### src/rtl/lcd_num_writer.sv
// HD44780 4-bit write-only driver: power-on init, then shows `value` as three ASCII digits on line 1.
// Build option LCD_ZERO_BLANK_EN: leading zero digits are written as spaces.
module lcd_num_writer #(
  parameter int unsigned T_PWR   = 750000,
  parameter int unsigned T_4MS   = 205000,
  parameter int unsigned T_100US = 5000,
  parameter int unsigned T_40US  = 2000,
  parameter int unsigned T_CLR   = 82000,
  parameter int unsigned T_E     = 12,
  parameter int unsigned T_NIB   = 50,
  parameter int unsigned COL     = 0
) (
  input  logic       clk,
  input  logic       rs_n,
  input  logic [7:0] value,
  output logic [3:0] lcd_d,
  output logic       lcd_e,
  output logic       lcd_rs,
  output logic       lcd_rw,
  output logic       sf_ce0,
  output logic       ready,
  output logic       busy
);

  function automatic int unsigned max2(input int unsigned a, input int unsigned b);
    return (a > b) ? a : b;
  endfunction

  localparam int unsigned MAXP = max2(max2(max2(T_PWR, T_4MS), max2(T_100US, T_40US)),
                                      max2(max2(T_CLR, T_E), T_NIB));
  localparam int unsigned CW   = $clog2(MAXP + 1);

  typedef enum logic [2:0] {
    S_PWR_WAIT, S_INIT, S_IDLE, S_CONV, S_WR_ADDR, S_WR_D2, S_WR_D1, S_WR_D0
  } state_e;

  typedef enum logic [2:0] {TX_IDLE, TX_SETUP, TX_EHI, TX_HOLD, TX_GAP} tx_e;

  typedef struct packed {
    logic          rs;
    logic          nib;
    logic [7:0]    data;
    logic [CW-1:0] gap;
  } item_t;

  function automatic item_t init_item(input logic [2:0] s);
    item_t it;
    it = '0;
    unique case (s)
      3'd0:    begin it.nib = 1'b1; it.data = 8'h03; it.gap = CW'(T_4MS);   end
      3'd1:    begin it.nib = 1'b1; it.data = 8'h03; it.gap = CW'(T_100US); end
      3'd2:    begin it.nib = 1'b1; it.data = 8'h03; it.gap = CW'(T_40US);  end
      3'd3:    begin it.nib = 1'b1; it.data = 8'h02; it.gap = CW'(T_40US);  end
      3'd4:    begin it.data = 8'h28; it.gap = CW'(T_40US); end
      3'd5:    begin it.data = 8'h06; it.gap = CW'(T_40US); end
      3'd6:    begin it.data = 8'h0C; it.gap = CW'(T_40US); end
      default: begin it.data = 8'h01; it.gap = CW'(T_CLR);  end
    endcase
    return it;
  endfunction

  state_e        state_q, state_d;
  tx_e           tx_q, tx_d;
  logic [CW-1:0] cnt_q, cnt_d;
  logic [CW-1:0] gap_q, gap_d;
  logic [2:0]    step_q, step_d;
  logic [2:0]    dd_cnt_q, dd_cnt_d;
  logic [7:0]    byte_q, byte_d;
  logic [7:0]    shown_q, shown_d;
  logic [7:0]    bin_q, bin_d;
  logic [11:0]   bcd_q, bcd_d;
  logic [3:0]    lcd_d_q, lcd_d_d;
  logic          lo_q, lo_d, nib_only_q, nib_only_d, rs_q, rs_d, e_q, e_d;
  logic          ready_q, ready_d, busy_q, busy_d, first_q, first_d;

  logic          tx_done, launch, conv_load, gap_last;
  logic [CW-1:0] gap_len;
  logic [11:0]   adj;
  logic [7:0]    ch_h, ch_t, ch_u;
  item_t         li;

  // Digit characters come from the finished conversion held in bcd_q.
  always_comb begin
    ch_u = 8'h30 | {4'h0, bcd_q[3:0]};
`ifdef LCD_ZERO_BLANK_EN
    ch_h = (bcd_q[11:8] == 4'd0) ? 8'h20 : (8'h30 | {4'h0, bcd_q[11:8]});
    ch_t = (bcd_q[11:4] == 8'd0) ? 8'h20 : (8'h30 | {4'h0, bcd_q[7:4]});
`else
    ch_h = 8'h30 | {4'h0, bcd_q[11:8]};
    ch_t = 8'h30 | {4'h0, bcd_q[7:4]};
`endif
  end

  always_comb begin
    adj = bcd_q;
    for (int unsigned k = 0; k < 3; k++) begin
      if (adj[k*4 +: 4] >= 4'd5) adj[k*4 +: 4] = adj[k*4 +: 4] + 4'd3;
    end
  end

  assign gap_len  = (nib_only_q || lo_q) ? gap_q : CW'(T_NIB);
  assign gap_last = (gap_len <= CW'(1)) || (cnt_q == gap_len - CW'(1));

  always_comb begin
    state_d    = state_q;
    tx_d       = tx_q;
    cnt_d      = cnt_q;
    gap_d      = gap_q;
    step_d     = step_q;
    dd_cnt_d   = dd_cnt_q;
    byte_d     = byte_q;
    shown_d    = shown_q;
    bin_d      = bin_q;
    bcd_d      = bcd_q;
    lcd_d_d    = lcd_d_q;
    lo_d       = lo_q;
    nib_only_d = nib_only_q;
    rs_d       = rs_q;
    ready_d    = ready_q;
    first_d    = first_q;
    tx_done    = 1'b0;
    launch     = 1'b0;
    conv_load  = 1'b0;
    li         = '0;

    unique case (tx_q)
      TX_IDLE: ;
      TX_SETUP:
        if (cnt_q == CW'(1)) begin tx_d = TX_EHI; cnt_d = '0; end
        else cnt_d = cnt_q + 1'b1;
      TX_EHI:
        if (cnt_q == CW'(T_E - 1)) begin tx_d = TX_HOLD; cnt_d = '0; end
        else cnt_d = cnt_q + 1'b1;
      TX_HOLD: begin tx_d = TX_GAP; cnt_d = '0; end
      TX_GAP:
        if (gap_last) begin
          cnt_d = '0;
          if (nib_only_q || lo_q) begin
            tx_d    = TX_IDLE;
            tx_done = 1'b1;
          end else begin
            lo_d    = 1'b1;
            lcd_d_d = byte_q[3:0];
            tx_d    = TX_SETUP;
          end
        end else cnt_d = cnt_q + 1'b1;
      default: tx_d = TX_IDLE;
    endcase

    // Each write state launches its transfer on entry and advances on tx_done.
    unique case (state_q)
      S_PWR_WAIT:
        if (cnt_q == CW'(T_PWR - 1)) begin
          state_d = S_INIT;
          step_d  = '0;
          launch  = 1'b1;
          li      = init_item(3'd0);
        end else cnt_d = cnt_q + 1'b1;
      S_INIT:
        if (tx_done) begin
          if (step_q == 3'd7) begin
            ready_d   = 1'b1;
            state_d   = S_CONV;
            conv_load = 1'b1;
          end else begin
            step_d = step_q + 3'd1;
            launch = 1'b1;
            li     = init_item(step_q + 3'd1);
          end
        end
      S_IDLE:
        if (first_q || (value != shown_q)) begin
          state_d   = S_CONV;
          conv_load = 1'b1;
        end
      S_CONV: begin
        bcd_d    = {adj[10:0], bin_q[7]};
        bin_d    = {bin_q[6:0], 1'b0};
        dd_cnt_d = dd_cnt_q + 3'd1;
        if (dd_cnt_q == 3'd7) begin
          state_d = S_WR_ADDR;
          launch  = 1'b1;
          li.data = 8'h80 | 8'(COL);
          li.gap  = CW'(T_40US);
        end
      end
      S_WR_ADDR:
        if (tx_done) begin
          state_d = S_WR_D2;
          launch  = 1'b1;
          li.rs   = 1'b1;
          li.data = ch_h;
          li.gap  = CW'(T_40US);
        end
      S_WR_D2:
        if (tx_done) begin
          state_d = S_WR_D1;
          launch  = 1'b1;
          li.rs   = 1'b1;
          li.data = ch_t;
          li.gap  = CW'(T_40US);
        end
      S_WR_D1:
        if (tx_done) begin
          state_d = S_WR_D0;
          launch  = 1'b1;
          li.rs   = 1'b1;
          li.data = ch_u;
          li.gap  = CW'(T_40US);
        end
      S_WR_D0:
        if (tx_done) state_d = S_IDLE;
      default: state_d = S_PWR_WAIT;
    endcase

    if (conv_load) begin
      shown_d  = value;
      bin_d    = value;
      bcd_d    = '0;
      dd_cnt_d = '0;
      first_d  = 1'b0;
    end

    if (launch) begin
      tx_d       = TX_SETUP;
      cnt_d      = '0;
      lo_d       = 1'b0;
      byte_d     = li.data;
      nib_only_d = li.nib;
      gap_d      = li.gap;
      rs_d       = li.rs;
      lcd_d_d    = li.nib ? li.data[3:0] : li.data[7:4];
    end

    busy_d = (state_d != S_IDLE);
    e_d    = (tx_d == TX_EHI);
  end

  always_ff @(posedge clk or negedge rs_n) begin
    if (!rs_n) begin
      state_q    <= S_PWR_WAIT;
      tx_q       <= TX_IDLE;
      cnt_q      <= '0;
      gap_q      <= '0;
      step_q     <= '0;
      dd_cnt_q   <= '0;
      byte_q     <= '0;
      shown_q    <= '0;
      bin_q      <= '0;
      bcd_q      <= '0;
      lcd_d_q    <= '0;
      lo_q       <= 1'b0;
      nib_only_q <= 1'b0;
      rs_q       <= 1'b0;
      e_q        <= 1'b0;
      ready_q    <= 1'b0;
      busy_q     <= 1'b1;
      first_q    <= 1'b1;
    end else begin
      state_q    <= state_d;
      tx_q       <= tx_d;
      cnt_q      <= cnt_d;
      gap_q      <= gap_d;
      step_q     <= step_d;
      dd_cnt_q   <= dd_cnt_d;
      byte_q     <= byte_d;
      shown_q    <= shown_d;
      bin_q      <= bin_d;
      bcd_q      <= bcd_d;
      lcd_d_q    <= lcd_d_d;
      lo_q       <= lo_d;
      nib_only_q <= nib_only_d;
      rs_q       <= rs_d;
      e_q        <= e_d;
      ready_q    <= ready_d;
      busy_q     <= busy_d;
      first_q    <= first_d;
    end
  end

  assign lcd_d  = lcd_d_q;
  assign lcd_e  = e_q;
  assign lcd_rs = rs_q;
  assign lcd_rw = 1'b0;
  assign sf_ce0 = 1'b1;
  assign ready  = ready_q;
  assign busy   = busy_q;

endmodule

### config.mk
export PLATFORM = sky130hd
export DESIGN_NAME = lcd_num_writer
export DESIGN_NICKNAME = d
export VERILOG_FILES = /design/src/rtl/lcd_num_writer.sv
export SDC_FILE = /design/constraint.sdc
export NUM_CORES = 1
export LEC_CHECK = 0
export BUFFER_PORTS_ARGS = -buffer_cell sky130_fd_sc_hd__buf_2
export CORE_MARGIN = 2
export CORE_UTILIZATION = 68
export CTS_CLUSTER_SIZE = 25
export DETAILED_ROUTE_END_ITERATION = 10
export PLACE_DENSITY = 0.91
export REMOVE_ABC_BUFFERS = 1
export SETUP_SLACK_MARGIN = 0.3
export SYNTH_ARGS = -nofsm -noshare
export SYNTH_HDL_FRONTEND = slang
export SYNTH_SLANG_ARGS = --single-unit
### constraint.sdc
create_clock -name clk -period 6.01 [get_ports clk]
set_input_delay 0.9015 -clock clk [delete_from_list [all_inputs] [get_ports clk]]
set_output_delay 0.9015 -clock clk [all_outputs]
set_load 0.005 [all_outputs]
==> flow_summary.json <==
{
  "grt_antenna_before_repair": 0,
  "synth.ff_latch_count": 85,
  "die_w_um": 96.0,
  "initial_core_util": 0.700,
  "cts_tree": "done",
  "post_dp_cell_area_um2": 5760,
  "cts_setup_buffers": 0,
  "critPathSlowestCell": "nor4_2",
  "nets": 708,
  "grt_pass1_vias": 4986,
  "rows": 33,
  "holdWs_ns": 0.474,
  "finClkSkew_ns": 0.00966,
  "synthArstFlopShare": 1.00,
  "synthCells": 700,
  "start_kind": "register",
  "rsz0062_at_grt": "false",
  "timing.critical_path.mode_cell": "a21oi_1",
  "grt-ovfl-total": 0,
  "vdd_drop_max_mv": 0.149,
  "setup_viol": 0,
  "cts.sinks": 85,
  "drive_gt1_frac": 0.0805,
  "fin_area_um2": 5960,
  "clk_latency_ns": 0.37,
  "avgSynthCellArea_um2": 8.22,
  "die_height_um": 96.0,
  "hp-class": "reg -> reg",
  "io_pins": 20,
  "grt_pass1_wl_mm": 23.9,
  "dp_hpwl_mm": 10.1,
  "p_per_area_nw_per_um2": 172,
  "final_cell_mix": "dfrtp_1, nand2_1, nor2_1",
  "clk_pin_slew_ns": 0.09,
  "n_antenna_cell": 0,
  "drv_cap": 0,
  "arrival_ns": 4.50,
  "grt_max_degree": 86,
  "vias_per_cell": 6.73,
  "crit_path_cell_trace": "nor4_2 > nand4_1 > xor2_1 > o2111a_1 > a21oi_1 > o211ai_1 > buf_4 > a21oi_1 > o22a_1",
  "cp_num_buf_inv": 1,
  "tns_ns": 0,
  "cts_hold_buf": 0,
  "ys_warn_count": 0,
  "timing.slew.headroom": 0.196,
  "track_usage": 0.336,
  "cts_htree_levels": 3,
  "io_buffers": 17,
  "critical_path.top_delay_family": "compound AO/OA/AOI/OAI gates",
  "worst_pin_slew_ns": 1.20,
  "required_ns": 6.31,
  "drt-initial-drc-count": 565,
  "drc": 0,
  "path_class": "reg -> reg",
  "coreArea_um2": 8220,
  "routabilityCongestion": 0.957,
  "die_area_um2": 9210,
  "max_stage_delay_ns": 0.83,
  "first_pass_iters": 5,
  "p_leak_nw": 2.41,
  "path_max_fanout": 25,
  "cts-root-buf": "clkbuf_8",
  "yosysUniqueCellTypes": 74,
  "wire_per_inst_um": 18.4,
  "synth_edf_count": 0,
  "timing.final.crit_share": 0.698,
  "finalCriticalPeriod_ns": 4.20,
  "cp-end-kind": "register",
  "syn_to_final_growth_pct": 3.72,
  "max_freq_mhz": 238,
  "wirelength_mm": 14.5,
  "synth_flop_cell": "dfrtp_1",
  "via_count": 5304,
  "cts_buffers": 9,
  "synthesis.area_um2": 5750,
  "slew_violations": 0,
  "yosysSeqAreaShare": 0.370,
  "cts_resized": 0,
  "finalHoldViolCount": 0,
  "clk_path_buf_depth": 2,
  "status": "finished clean",
  "layout_commonest_cell": "dfrtp_1",
  "finalPower_mw": 1.02,
  "postRouteAntennaNets": 0
}
## cell type report
class                           count  area, um2
Timing Repair Buffer               19        103
Multi-Input combinational cell    530       3270
Sequential cell                    85       2130
Inverter                           33        124
Tap cell                          105        131
Clock inverter                      6       70.1
Clock buffer                       10        138
Fill cell                         618       2250
## registers in the layout (all words and copies together) (netlist names), 3 cells and up
signal    flops
bcd_q        12
byte_q        4
dd_cnt_q      3
bin_q         8
step_q        3
lcd_d         4
shown_q       8
tx_q          3
state_q       3
gap_q        10
cnt_q        20
## path summary, 6_finish.rpt
check                            to  cells after the start  slack [ns]      from
hold reg to reg               ready                      1        0.47     ready
hold / removal                ready                      1        0.47     ready
min in group asynchronous  lcd_d[2]                      1        0.70      rs_n
setup / recovery           lcd_d[1]                      9        1.81  gap_q[4]
setup reg to reg           lcd_d[1]                      9        1.81  gap_q[4]
max in group asynchronous  cnt_q[6]                      1        4.57      rs_n
## layer usage
metal  vias up  routed length [um]  GRT usage
met5         -                   0          0
met4         0                 386      0.126
met1      2540                6120      0.443
met3        46                1000     0.0626
li1       2469                   -          -
met2       249                6990      0.552
## logic make-up (layout without fill, tap and decap cells)
group,Yosys count,after routing,synth area share
and+or+nand+nor,287,287,0.254
AOI/OAI and AO/OA,180,180,0.203
DFF,85,85,0.370
buffers and inverters,85,68,0.0611
xor gates and xnor gates,24,24,0.0366
adders and majority gates,20,20,0.0435
muxes,17,17,0.0300
other,2,2,0.00131
## cells in the mapped netlist, drive strengths merged, types with 4 or more instances
| library cell | number | share of area |
|---|---|---|
| xnor2 | 16 | 0.024 |
| ha | 20 | 0.044 |
| o211ai | 6 | 0.0078 |
| nand2b | 7 | 0.0076 |
| nand3 | 36 | 0.031 |
| a21oi | 42 | 0.039 |
| o21ai | 51 | 0.044 |
| nand3b | 9 | 0.012 |
| nor3 | 20 | 0.019 |
| nand4 | 12 | 0.013 |
| nor2 | 52 | 0.034 |
| and2 | 7 | 0.0076 |
| xor2 | 8 | 0.012 |
| inv | 33 | 0.022 |
| nor4 | 8 | 0.0098 |
| a221o | 5 | 0.0087 |
| dfrtp | 83 | 0.36 |
| nand2 | 80 | 0.052 |
| and3 | 8 | 0.0087 |
| o22ai | 4 | 0.0044 |
| or2 | 6 | 0.0065 |
| nor3b | 4 | 0.0052 |
| mux2i | 15 | 0.026 |
| nor2b | 7 | 0.0076 |
| buf | 14 | 0.015 |
| a31oi | 24 | 0.027 |
| a21o | 4 | 0.0052 |
| clkbuf | 38 | 0.025 |
| or3 | 19 | 0.021 |
| a211oi | 5 | 0.0065 |
| a31o | 4 | 0.0061 |
## report_power, final
group	switching [mW]	internal [mW]
Sequential	0	0.571
Combinational	0.0139	0.00404
Clock	0.228	0.206
Total	0.242	0.782
## through the flow
| step | worst slack [ns] | cells | util |
|---|---|---|---|
| global route | 1.50 | 788 | 0.726 |
| floorplan | 2.19 | 648 | - |
| global placement | 1.96 | 772 | 0.701 |
| finish | 1.81 | 788 | 0.726 |
| CTS | 1.87 | 788 | 0.726 |
| detailed placement | 1.92 | 772 | 0.701 |
## worst reg2reg max path, stage by stage (launching register included)
cell and delay (ns):
dfrtp_1 0.49, nor4_2 0.84, nand4_1 0.59, xor2_1 0.31
o2111a_1 0.15, a21oi_1 0.67, o211ai_1 0.45, buf_4 0.35
a21oi_1 0.16, o22a_1 0.14
Note: power is estimated with default switching activity, not from simulation.
